<file path="src/rtl/vga_sprite_update_scheduler.sv">
// Frame-synchronous sprite position scheduler.
// Game logic posts sprite position updates through a valid/ready port at any time.
// Each update is clamped and staged in a shadow register. The staged values are copied
// to the live outputs one slot per cycle, starting at the falling edge of vsync, so the
// overlay never sees a position change in the middle of a frame.
// Ports:
//   iVGA_CLK     pixel clock (posedge)
//   iRST_n       synchronous active-low reset
//   iVS          active-low vsync
//   req_valid/req_ready/req_id/req_x/req_y   update request handshake
//   sprite_x/sprite_y   live positions, slot i at [10*i +: 10] / [9*i +: 9]
//   commit_pulse one-cycle strobe after the last slot of a commit is written
//   frame_count  completed commit counter (wraps)
//   bad_id       sticky flag for accepted requests that target a nonexistent slot
module vga_sprite_update_scheduler #(
  parameter int unsigned NUM_SPRITES = 3,
  parameter int unsigned X_MAX       = 640,
  parameter int unsigned Y_MAX       = 480,
  parameter int unsigned SPRITE_W    = 32
) (
  input  logic                        iVGA_CLK,
  input  logic                        iRST_n,
  input  logic                        iVS,
  input  logic                        req_valid,
  output logic                        req_ready,
  input  logic [1:0]                  req_id,
  input  logic [31:0]                 req_x,
  input  logic [31:0]                 req_y,
  output logic [10*NUM_SPRITES-1:0]   sprite_x,
  output logic [9*NUM_SPRITES-1:0]    sprite_y,
  output logic                        commit_pulse,
  output logic [15:0]                 frame_count,
  output logic                        bad_id
);

  localparam int unsigned XW     = 10;
  localparam int unsigned YW     = 9;
  localparam int unsigned KW     = (NUM_SPRITES > 1) ? $clog2(NUM_SPRITES) : 1;
  localparam int unsigned X_LIM  = X_MAX - SPRITE_W;
  localparam int unsigned Y_LIM  = Y_MAX - SPRITE_W;
  localparam int unsigned K_LAST = NUM_SPRITES - 1;

  typedef enum logic [1:0] {
    IDLE   = 2'd0,
    COMMIT = 2'd1,
    DONE   = 2'd2
  } state_t;

  state_t                  state;
  logic [KW-1:0]           k;
  logic                    vs_d;
  logic [NUM_SPRITES-1:0]  pending;
  logic [XW-1:0]           shadow_x [NUM_SPRITES];
  logic [YW-1:0]           shadow_y [NUM_SPRITES];
  logic [XW-1:0]           live_x   [NUM_SPRITES];
  logic [YW-1:0]           live_y   [NUM_SPRITES];

  logic                    vs_fall;
  logic                    accept;
  logic                    id_ok;
  logic [XW-1:0]           x_clamp;
  logic [YW-1:0]           y_clamp;

  // Request decode: clamp on the full 32-bit value so large requests saturate instead of wrapping.
  always_comb begin
    vs_fall = vs_d & ~iVS;
    accept  = req_valid & req_ready;
    id_ok   = 32'(req_id) < NUM_SPRITES;
    x_clamp = (req_x > X_LIM) ? XW'(X_LIM) : req_x[XW-1:0];
    y_clamp = (req_y > Y_LIM) ? YW'(Y_LIM) : req_y[YW-1:0];
  end

  // Shadow staging, vsync edge detect and the commit sequencer.
  always_ff @(posedge iVGA_CLK) begin
    if (!iRST_n) begin
      state        <= IDLE;
      k            <= '0;
      vs_d         <= 1'b1;
      pending      <= '0;
      req_ready    <= 1'b0;
      commit_pulse <= 1'b0;
      frame_count  <= '0;
      bad_id       <= 1'b0;
      for (int unsigned i = 0; i < NUM_SPRITES; i++) begin
        shadow_x[i] <= '0;
        shadow_y[i] <= '0;
        live_x[i]   <= '0;
        live_y[i]   <= '0;
      end
    end else begin
      vs_d         <= iVS;
      commit_pulse <= 1'b0;

      // Requests are only accepted in IDLE, so this never races the commit below.
      if (accept) begin
        if (id_ok) begin
          shadow_x[req_id] <= x_clamp;
          shadow_y[req_id] <= y_clamp;
          pending[req_id]  <= 1'b1;
        end else begin
          bad_id <= 1'b1;
        end
      end

      case (state)
        IDLE: begin
          if (vs_fall) begin
            state     <= COMMIT;
            k         <= '0;
            req_ready <= 1'b0;
          end else begin
            req_ready <= 1'b1;
          end
        end
        COMMIT: begin
          if (pending[k]) begin
            live_x[k]  <= shadow_x[k];
            live_y[k]  <= shadow_y[k];
            pending[k] <= 1'b0;
          end
          if (k == KW'(K_LAST)) begin
            state <= DONE;
          end else begin
            k <= k + KW'(1);
          end
        end
        DONE: begin
          commit_pulse <= 1'b1;
          frame_count  <= frame_count + 16'd1;
          state        <= IDLE;
          req_ready    <= 1'b1;
        end
        default: begin
          state     <= IDLE;
          req_ready <= 1'b0;
        end
      endcase
    end
  end

  // Flatten the live registers onto the packed output buses.
  for (genvar g = 0; g < NUM_SPRITES; g++) begin : g_pack
    assign sprite_x[XW*g +: XW] = live_x[g];
    assign sprite_y[YW*g +: YW] = live_y[g];
  end

endmodule

</file>
<file path="config.mk">
export PLATFORM = sky130hd
export DESIGN_NAME = vga_sprite_update_scheduler
export DESIGN_NICKNAME = d
export VERILOG_FILES = /design/src/rtl/vga_sprite_update_scheduler.sv
export SDC_FILE = /design/constraint.sdc
export NUM_CORES = 1
export LEC_CHECK = 0
export ABC_AREA = 1
export CAP_MARGIN = 20
export CORE_ASPECT_RATIO = 2
export CORE_MARGIN = 4
export CORE_UTILIZATION = 35
export DETAILED_ROUTE_END_ITERATION = 8
export GPL_ROUTABILITY_DRIVEN = 1
export PLACE_DENSITY = 0.66
export SLEW_MARGIN = 10
export SYNTH_ARGS = -nofsm -noshare
export SYNTH_HDL_FRONTEND = slang
export SYNTH_SLANG_ARGS = --single-unit
</file>
<file path="constraint.sdc">
create_clock -name iVGA_CLK -period 5.3 [get_ports iVGA_CLK]
set_input_delay 1.06 -clock iVGA_CLK [delete_from_list [all_inputs] [get_ports iVGA_CLK]]
set_output_delay 1.06 -clock iVGA_CLK [all_outputs]
set_load 0.05 [all_outputs]
</file>
## Yosys cells after proc, flatten, opt, wreduce, memory -nomap -nowiden

Memories as Yosys holds them, arrays and structs flattened. A register that Yosys moved wholly into a read port is not among the register bits.
Index checks and enable logic that the tools add are counted.
Widths: inputs -> output; s select.

| storage, ports and cells | value |
|---|---|
| register bits after elaboration | 27 |
| RAM bits | 114 |
| memories kept | 4 |

| operators by class | value |
|---|---|
| multiplexer cells | 47 |
| eq/ne operators | 6 |
| add/subtract/negate cells | 2 |
| reductions and logical operators | 11 |
| bitwise gates (word level) | 7 |
| $lt $le $gt $ge | 7 |

Memories:

| memory | depth | width | rd ports | clocked after Yosys merged registers in | write ports | RTL line | text |
|---|---|---|---|---|---|---|---|
| live_x | 3 | 10 | 3 | 0 | 3 | 55 | `logic [XW-1:0] live_x [NUM_SPRITES];` |
| shadow_x | 3 | 10 | 1 | 1 | 3 | 53 | `logic [XW-1:0] shadow_x [NUM_SPRITES];` |
| live_y | 3 | 9 | 3 | 0 | 3 | 56 | `logic [YW-1:0] live_y [NUM_SPRITES];` |
| shadow_y | 3 | 9 | 1 | 1 | 3 | 54 | `logic [YW-1:0] shadow_y [NUM_SPRITES];` |

Operators by type and width:

| cell | number |
|---|---|
| $gt 32x10->1 const B | 1 |
| $gt 32x9->1 const B | 1 |
| $mux 10 | 3 |
| $mux 9 | 3 |
| $mux 2 | 12 |
| $reduce_or 10->1 | 2 |
| $mux 1 | 18 |
| $reduce_or 9->1 | 2 |
| $add 16x1->16 const B | 1 |
| $mux 3 | 5 |
| $pmux 2 s2 | 2 |
| $lt 2x3->1 const B | 2 |
| $ne 2x2->1 const B | 3 |
| $demux 1 s2 | 2 |
| $eq 2x2->1 const B | 2 |
| $ge 2x1->1 const B | 2 |
| $reduce_and 2->1 | 2 |
| $and 3x3->3 | 1 |
| $not 3->3 | 1 |
| $or 3x3->3 | 1 |
| $pmux 1 s3 | 1 |
| $reduce_and 3->1 | 1 |
| $add 2x1->2 const B | 1 |
| $and 1x1->1 | 2 |
| other kinds (7) | 9 |

## Logic depth before layout (Yosys ltp)

Gate-level depths: netlist (run 1).

| logic depth | value |
|---|---|
| word-level depth | 11 |
| depth in mapped cells | 8 |
| depth with buffers taken out | 8 |

## Least setup slack after synthesis (run 1)

No wires, ideal clock.

| timing path | value |
|---|---|
| kind | input -> register |
| from | input iRST_n |
| to | memory live_x[2][0], enable pin |
| path buffers | 2 |
| setup time | 0.376 ns |
| data arrival time | 2.111 ns |
| stages on the path | 6 |
| setup slack | 2.812 ns |
| path through | buf_4 inv_2 nor3_2 nand2_1 buf_2 nand2_1 |

RTL lines:

| item | RTL line | text |
|---|---|---|
| start: declaration | 22 | `input logic iRST_n,` |
| end: declaration | 55 |  |

==> metrics, run 1 <==
status finished clean; Rows 72; clock slew at the register clock pins of the worst setup and hold paths 70 ps; Netlist cell types 31; DIE WIDTH 108 um; GP Congestion approximately 0.81; final non-filler cell total 1141; Final nets 943; remaining antenna violation count 0; DR iter-0 viols 276; Vias 5317; Yosys top cell area share 57.2%; share of layout cells above drive strength 1 6.12%; clock period minus worst slack 3740 ps; GR Overflow Total 0; Startpoint Class primary input; DR WL/cell 15.0 um; register area share after synthesis between 60 and 70%; multi-input logic area 2120 sq um; Max transition margin 38.4%; Port Buf Inserts 145; final hold vios 0; Crit Path Max Fanout 28; Post-synth EDFFs 133; P per Cell Area 317 nW/um^2; Fmax 268 MHz; Post-synth ARST share 0%; die area 22400 sq um; Synth area leader edfxtp_1; GRT Overall Usage roughly 16%; Final Util 47.8%; RSZ-0062 raised after global routing no; CTS resizes 0; vias in the first global route 5312; Setup Skew 9.01 ps; Worst R2R End live_x[1][1]; via/cell ratio around 4.7; Worst R2R Setup Slack 2560 ps; worst hold path class flip-flop to flip-flop; core area 19500 sq um; Die H 208 um; Arrival @ worst endpoint 3790 ps; final setup vio count 0; register bit total from synthesis 162; Fin Setup TNS 0 ps; synth top area cells edfxtp_1 57%, nand2_1 9.5%, dfxtp_1 8.3%; Worst IR Drop VDD 202 uV; DRC 0; CTS root buffer clkbuf_16; Worst-Margin Slew between 900 and 1000 ps; Post-CTS Hold Buffers 0; Lkg Pwr 3.51 nW; Pre-Repair DR Iteration Count 4; Register Area 4570 sq um; Ys Warns 0; dpl cells 1107; TritonCTS clock tree yes; Routed WL 17.1 mm; Crit. End Element flip-flop; FILL cells 1822; fin crit share 70.5%; buffer count from post-CTS setup fixing 0; CP startpoint iRST_n; HPWL Detailed 12.9 mm; largest net degree at the start of global routing 40; Synth top cells by count 177 x nand2_1, 133 x edfxtp_1, 133 x nor2_1, 49 x inv_1, 46 x nor3_1; Mapped Cells approximately 710; crit path kind primary input to flip-flop; top-count cell post-synth nand2_1; Area Overhead vs Synth 33.1%; clk_lat worst skew roughly 420 ps; CTS Buffer Depth 2; Main synth FF type edfxtp_1; Critical path destination live_x[2][7]; first-pass GRT wire length 26.9 mm; initial antenna violation count 0; Reg2Reg Depth 5; final-report max-slew violation count 0; syn_area_per_cell between 9 and 10 sq um; total CTS buffers 17; MaxCap Viol Count 0; diode count 0; r2r startpoint state[1]; IO Count 146; Synth Cell Area roughly 7000 sq um; Initial Util ~36%; Sink Count approximately 160; CP required 5350 ps; H-tree lvl count 4
[per-layer routing]
layer / vias to the layer above / GRT usage [%] / wire length, um
li1: 2664 / - / -
met5: - / 0 / 0
met2: 169 / 30.6 / 10200
met3: 39 / 2.93 / 683
met1: 2445 / 14.7 / 5590
met4: 0 / 7.45 / 620
[kinds of logic (layout without fill, tap and decap cells)]
kind of cell	after synthesis	count (layout)	synth area share, %
other	1	19	0.0537
AOI/OAI and AO/OA	57	57	4.33
adders and majority gates	4	4	0.716
DFF	162	162	65.5
and+or+nand+nor	406	406	24.3
buffers and inverters	84	234	5.16
[through the flow]
step | instance area, sq um | hold slack, ps | worst slack [ps] | power, mW
after CTS | 9270 | 487 | 1560 | 2.96
after global placement | 8690 | 455 | 1180 | 1.77
after global routing | 9300 | 507 | 1300 | 3.04
final | 9300 | 484 | 1560 | 2.95
after detailed placement | 8690 | 473 | 1120 | 1.77
after floorplan | 7060 | 455 | 2810 | 1.64
[placed cells by master, fill, tap and decap left out, drive strengths merged]
cell type	n
nor3b	1
clkinvlp	2
conb	19
ha	4
inv	55
nand3b	1
nand2	182
edfxtp	133
nand3	29
clkdlybuf4s50	145
a21oi	45
a32o	1
nor2	138
clkbuf	19
o21ai	9
and2	1
clkinv	6
nand4	7
dfxtp	29
a22oi	1
bufinv	1
buf	6
o21bai	1
nor3	47
[sequential cells by signal, summed over array words and instances, names as in the netlist, named ones only]
name,cells
bad_id,1
vs_d,1
live_y,27
pending,3
live_x,30
req_ready,1
state,2
k,2
shadow_y,36
commit_pulse,1
shadow_x,40
frame_count,16
[worst min-delay path by stage]
| stage | from | endpoint | slack, ps | depth (start not counted) |
|---|---|---|---|---|
| after global placement | bad_id | bad_id | 450 | 1 |
| final | frame_count[12] | frame_count[12] | 480 | 2 |
| after floorplan | pending[1] | pending[1] | 460 | 2 |
| after global routing | bad_id | bad_id | 510 | 1 |
| after CTS | bad_id | bad_id | 490 | 1 |
| after detailed placement | bad_id | bad_id | 470 | 1 |
[area by class of cell]
type	instances	area share, %
flip-flops and latches	162	49.2
multi-input cells	486	22.8
repair buffers	151	16.2
clock buffers	19	4.87
well taps	259	3.48
inverters	51	2.06
clock inverters	13	1.37
[where the power goes]
| part | switching (mW) | total [mW] | internal, mW |
|---|---|---|---|
| clock | 0.520 | 1.20 | 0.680 |
| sequential | 0.0185 | 1.44 | 1.42 |
| combinational | 0.199 | 0.308 | 0.108 |
[critical path, cell delays in order]
cell	delay [ps]
clkdlybuf4s50_1	890
inv_2	380
nor3_2	270
nand2_1	410
nand2_1	760
Note: power is estimated with default switching activity, not from simulation.
==> run 2: changes to the inputs <==
clock period = 3.8 ns   (was 5.3 ns; I/O delays follow)
==> metrics, run 2 (synthesis gave the netlist of run 1 again) <==
cell count of the worst hold path 1; buffer count from post-CTS setup fixing 0; Initial Util 35.9%; Reg2Reg Depth 6; CP required between 3000 and 4000 ps; grt met3 use 2.30%; Final nets 953; CTS Buffer Depth 2; Post-CTS Hold Buffers 0; Hold EP bad_id; diode count 0; number of flip-flops in the largest register 40; Fmax around 410 MHz; final non-filler cell total 1151; share of layout cells above drive strength 1 7.06%; HPWL Detailed 12.6 mm; Top Registers shadow_x (40), shadow_y (36), live_x (30); H-tree lvl count 4; Worst R2R End live_y[1][6]; first-pass GRT wire length 26.8 mm; Max transition margin 44.0%; status finished clean; total CTS buffers 17; Worst path slowest cell clkdlybuf4s50_1; core area about 20000 sq um; dpl cells between 1000 and 1500; IO Count around 150; Setup Skew 6.49 ps; WP buf/inv 1; r2r startpoint k[0]; GR met2 Demand/Resource 29.9%; clock period minus worst slack 2440 ps; die area between 20000 and 25000 sq um; initial antenna violation count 0; Final Util about half; most frequent cells in the layout 177 x nand2_1, 145 x clkdlybuf4s50_1, 133 x nor2_1, 133 x edfxtp_1, 49 x inv_1; FILL cells 1798; clock slew at the register clock pins of the worst setup and hold paths roughly 60 ps; GP Congestion 0.832; Worst R2R Setup Slack 1700 ps; MaxCap Viol Count 0; gr busiest metal met2; Area Overhead vs Synth 34.1%; Vias 5293; Arrival @ worst endpoint 1680 ps; Sink Count 162; clk_lat worst skew roughly 420 ps; crit path kind flip-flop to output pin; DIE WIDTH 108 um; GRT Overall Usage 15.2%; Top reg by flops shadow_x; worst hold path class flip-flop to flip-flop; Port Buf Inserts 145; Fin Setup TNS 0 ps; Crit Path Max Fanout 6; Startpoint Class flip-flop; commonest non-fill, non-tap cell in the layout nand2_1; P per Cell Area 434 nW/um^2; Rows 72; hold_ws roughly 470 ps; final hold vios 0; fin crit share 64.3%; Lkg Pwr 3.55 nW; RSZ-0062 raised after global routing no; remaining antenna violation count 0; CP top delay family buffers and inverters; hold path start bad_id; largest net degree at the start of global routing 40; Die H 208 um; DR WL/cell 14.4 um; M1 GR Usage 14.3%; TritonCTS clock tree yes; vias in the first global route between 5000 and 6000; CTS root buffer clkbuf_16; Worst-Margin Slew 838 ps; DR iter-0 viols 355; final setup vio count 0; DRC 0; via/cell ratio 4.60; Routed WL 16.5 mm; CTS resizes 0; Crit. End Element output pin; Worst IR Drop VDD ~320 uV; worst path cell trace clkdlybuf4s50_1; final-report max-slew violation count 0; Pre-Repair DR Iteration Count 4; CP max stage delay 840 ps; GR Overflow Total 0
## run 2: report_power, final
| group | switching (mW) | internal [mW] | total [mW] |
|---|---|---|---|
| Sequential | 0.0232 | 1.98 | 2.00 |
| Clock | 0.695 | 0.929 | 1.62 |
| Combinational | 0.281 | 0.157 | 0.438 |
## run 2: worst max path at each step
stage | startpoint | to | slack (ps) | depth (start not counted)
after global placement | req_id[0] | shadow_y[1][3] | 1010 | 7
after detailed placement | req_id[0] | shadow_y[1][6] | 990 | 7
after floorplan | iRST_n | live_x[2][0] | 1610 | 6
after CTS | frame_count[5] | frame_count[5] | 1330 | 1
after global routing | req_id[0] | shadow_y[1][3] | 1290 | 7
final | frame_count[10] | frame_count[10] | 1360 | 1
## run 2: routing by layer
metal,part of all wire [%],up-vias
li1,-,2682
met1,34,2424
met2,58,149
met3,3.7,38
met4,3.9,0
met5,0,-
## run 2: per-stage QoR
stage                     setup slack [ps]  power, mW  area, sq um
after global routing                  1290       4.22         9370
after global placement                1010       2.47         8770
after floorplan                       1610       2.29         7060
after CTS                             1330       4.10         9370
final                                 1360       4.07         9370
after detailed placement               992       2.49         8800
## run 2: final cells by class
| cell class | count | area (sq um) | share of cell area (%) |
|---|---|---|---|
| Timing Repair Buffer | 161 | 1590 | 17.0 |
| Tap cell | 259 | 324 | 3.46 |
| Multi-Input combinational cell | 486 | 2120 | 22.6 |
| Inverter | 51 | 191 | 2.04 |
| Sequential cell | 162 | 4570 | 48.8 |
| Clock buffer | 19 | 443 | 4.73 |
| Clock inverter | 13 | 125 | 1.34 |
==> run 3: changes to the inputs <==
PLACE_DENSITY = 0.69   (was 0.66)
clock period = 1.95 ns   (was 3.8 ns; I/O delays follow)
==> metrics, run 3 (synthesis gave the netlist of run 1 again) <==
Top Registers shadow_x (40), shadow_y (36), live_x (30); clk_lat worst skew 420 ps; GRT Overall Usage 14.6%; DP Area 8990 sq um; GR Overflow Total 0; CP top delay family buffers and inverters; worst path cell trace clkdlybuf4s50_1; Area Overhead vs Synth 36.9%; WP buf/inv 1; Final Util 49.2%; largest net degree at the start of global routing 39; Fmax 522 MHz; Worst-Margin Slew 509 ps; worst hold path class flip-flop to flip-flop; via/cell ratio 4.57; Top reg by flops shadow_x; Routed WL 16.1 mm; TritonCTS clock tree yes; DRC 0; HPWL Detailed 12.0 mm; total CTS buffers 17; diode count 0; core area ~19000 sq um; Fin Setup TNS 0 ps; H-tree lvl count 4; fin crit share 98.2%; vias in the first global route about 5300; RSZ-0062 raised after global routing no; CTS root buffer clkbuf_16; FILL cells 1762; initial antenna violation count 0; Rows 72; final instance area 9570 sq um; Sink Count 162; most frequent cells in the layout 174 x nand2_1, 133 x nor2_1, 133 x edfxtp_1; Crit Path Max Fanout 1; Register Area 4570 sq um; CTS Buffer Depth 2; Max transition margin 66.0%; DR iter-0 viols 213; P per Cell Area 838 nW/um^2; Worst path slowest cell clkdlybuf4s50_1; DIE WIDTH between 100 and 150 um; Lkg Pwr 4.00 nW; Vias 5358; GP Congestion 0.786; Crit. End Element output pin; Arrival @ worst endpoint between 1500 and 2000 ps; die area 22400 sq um; MaxCap Viol Count 0; final-report max-slew violation count 0; Final nets 975; Setup Skew 11.3 ps; Startpoint Class flip-flop; Worst IR Drop VDD 595 uV; remaining antenna violation count 0; IO Count 146; CP required 1560 ps; CP max stage delay 800 ps; first-pass GRT wire length 25.6 mm; Port Buf Inserts between 100 and 150; final hold vios 0; DR WL/cell about 14 um; Initial Util 35.9%; number of flip-flops in the largest register 40; crit path kind flip-flop to output pin; commonest non-fill, non-tap cell in the layout nand2_1; final setup vio count 0; clock period minus worst slack 1910 ps; clock slew at the register clock pins of the worst setup and hold paths 60 ps; multi-input logic area roughly 2100 sq um; status finished clean; share of layout cells above drive strength 1 12.9%; Pre-Repair DR Iteration Count 4; Die H 208 um
[run 3: cell types whose count changed in the layout (fill, tap and decap cells not counted), sizes merged, moves of 5 or more]
cell / delta
dlygate4sd2: +29
buf: +54
dlymetal6s2s: +13
clkdlybuf4s50: -74
clkinv: +5
[run 3: final timing paths]
| path | cells after the start | slack [ps] | start | end |
|---|---|---|---|---|
| worst max-delay path | 1 | 40 | live_y[1][6] | sprite_y[15] |
| worst min-delay path | 2 | 480 | pending[1] | pending[1] |
| worst max register to register | 7 | 250 | k[0] | live_y[2][2] |
| worst min register to register | 2 | 480 | pending[1] | pending[1] |
[run 3: stage by stage]
stage	instances	worst slack [ps]	total power, mW	hold slack (ps)
floorplan	732	19.5	4.47	455
global placement	1141	-91.2	4.86	450
detailed placement	1141	-103	4.87	471
CTS	1173	1.81	8.07	482
global route	1173	0.850	8.29	514
finish	1173	35.2	8.01	478
[run 3: repair_timing]
action | 4_1_cts | 5_1_grt
pin swaps | 0 | 0
buffers inserted | 0 | 0
cloned | 0 | 0
endpoints found under the setup margin | 29 | 13
hold buffers | 0 | 0
resized for setup | 29 | 13
[run 3: power by group]
part / internal, mW / switching (mW)
registers: 3.86 / 0.0457
logic: 0.319 / 0.550
clock network: 1.93 / 1.31
total: 6.11 / 1.90
[run 3: routing by layer]
layer / vias to the layer above / share of wire (%) / track usage [%]
li1: 2732 / - / -
met1: 2467 / 34 / 13.8
met2: 141 / 60 / 29.8
met3: 18 / 3.9 / 2.15
met4: 0 / 2.3 / 6.06
met5: - / 0 / 0
[run 3: worst register-to-register path, cell delays in order (launching register included)]
cell and delay, ps:
dfxtp_1 360, inv_1 190, ha_1 170, inv_1 50, nor3_2 220, nand2_1 90, nand2_1 130, buf_12 180
[run 3: layout make-up]
type / count / share of cell area [%]
clock buffers: 21 / 4.71
clock inverters: 11 / 1.37
inverters: 51 / 2.00
multi-input cells: 486 / 22.2
flip-flops and latches: 162 / 47.8
well taps: 259 / 3.39
repair buffers: 183 / 18.5
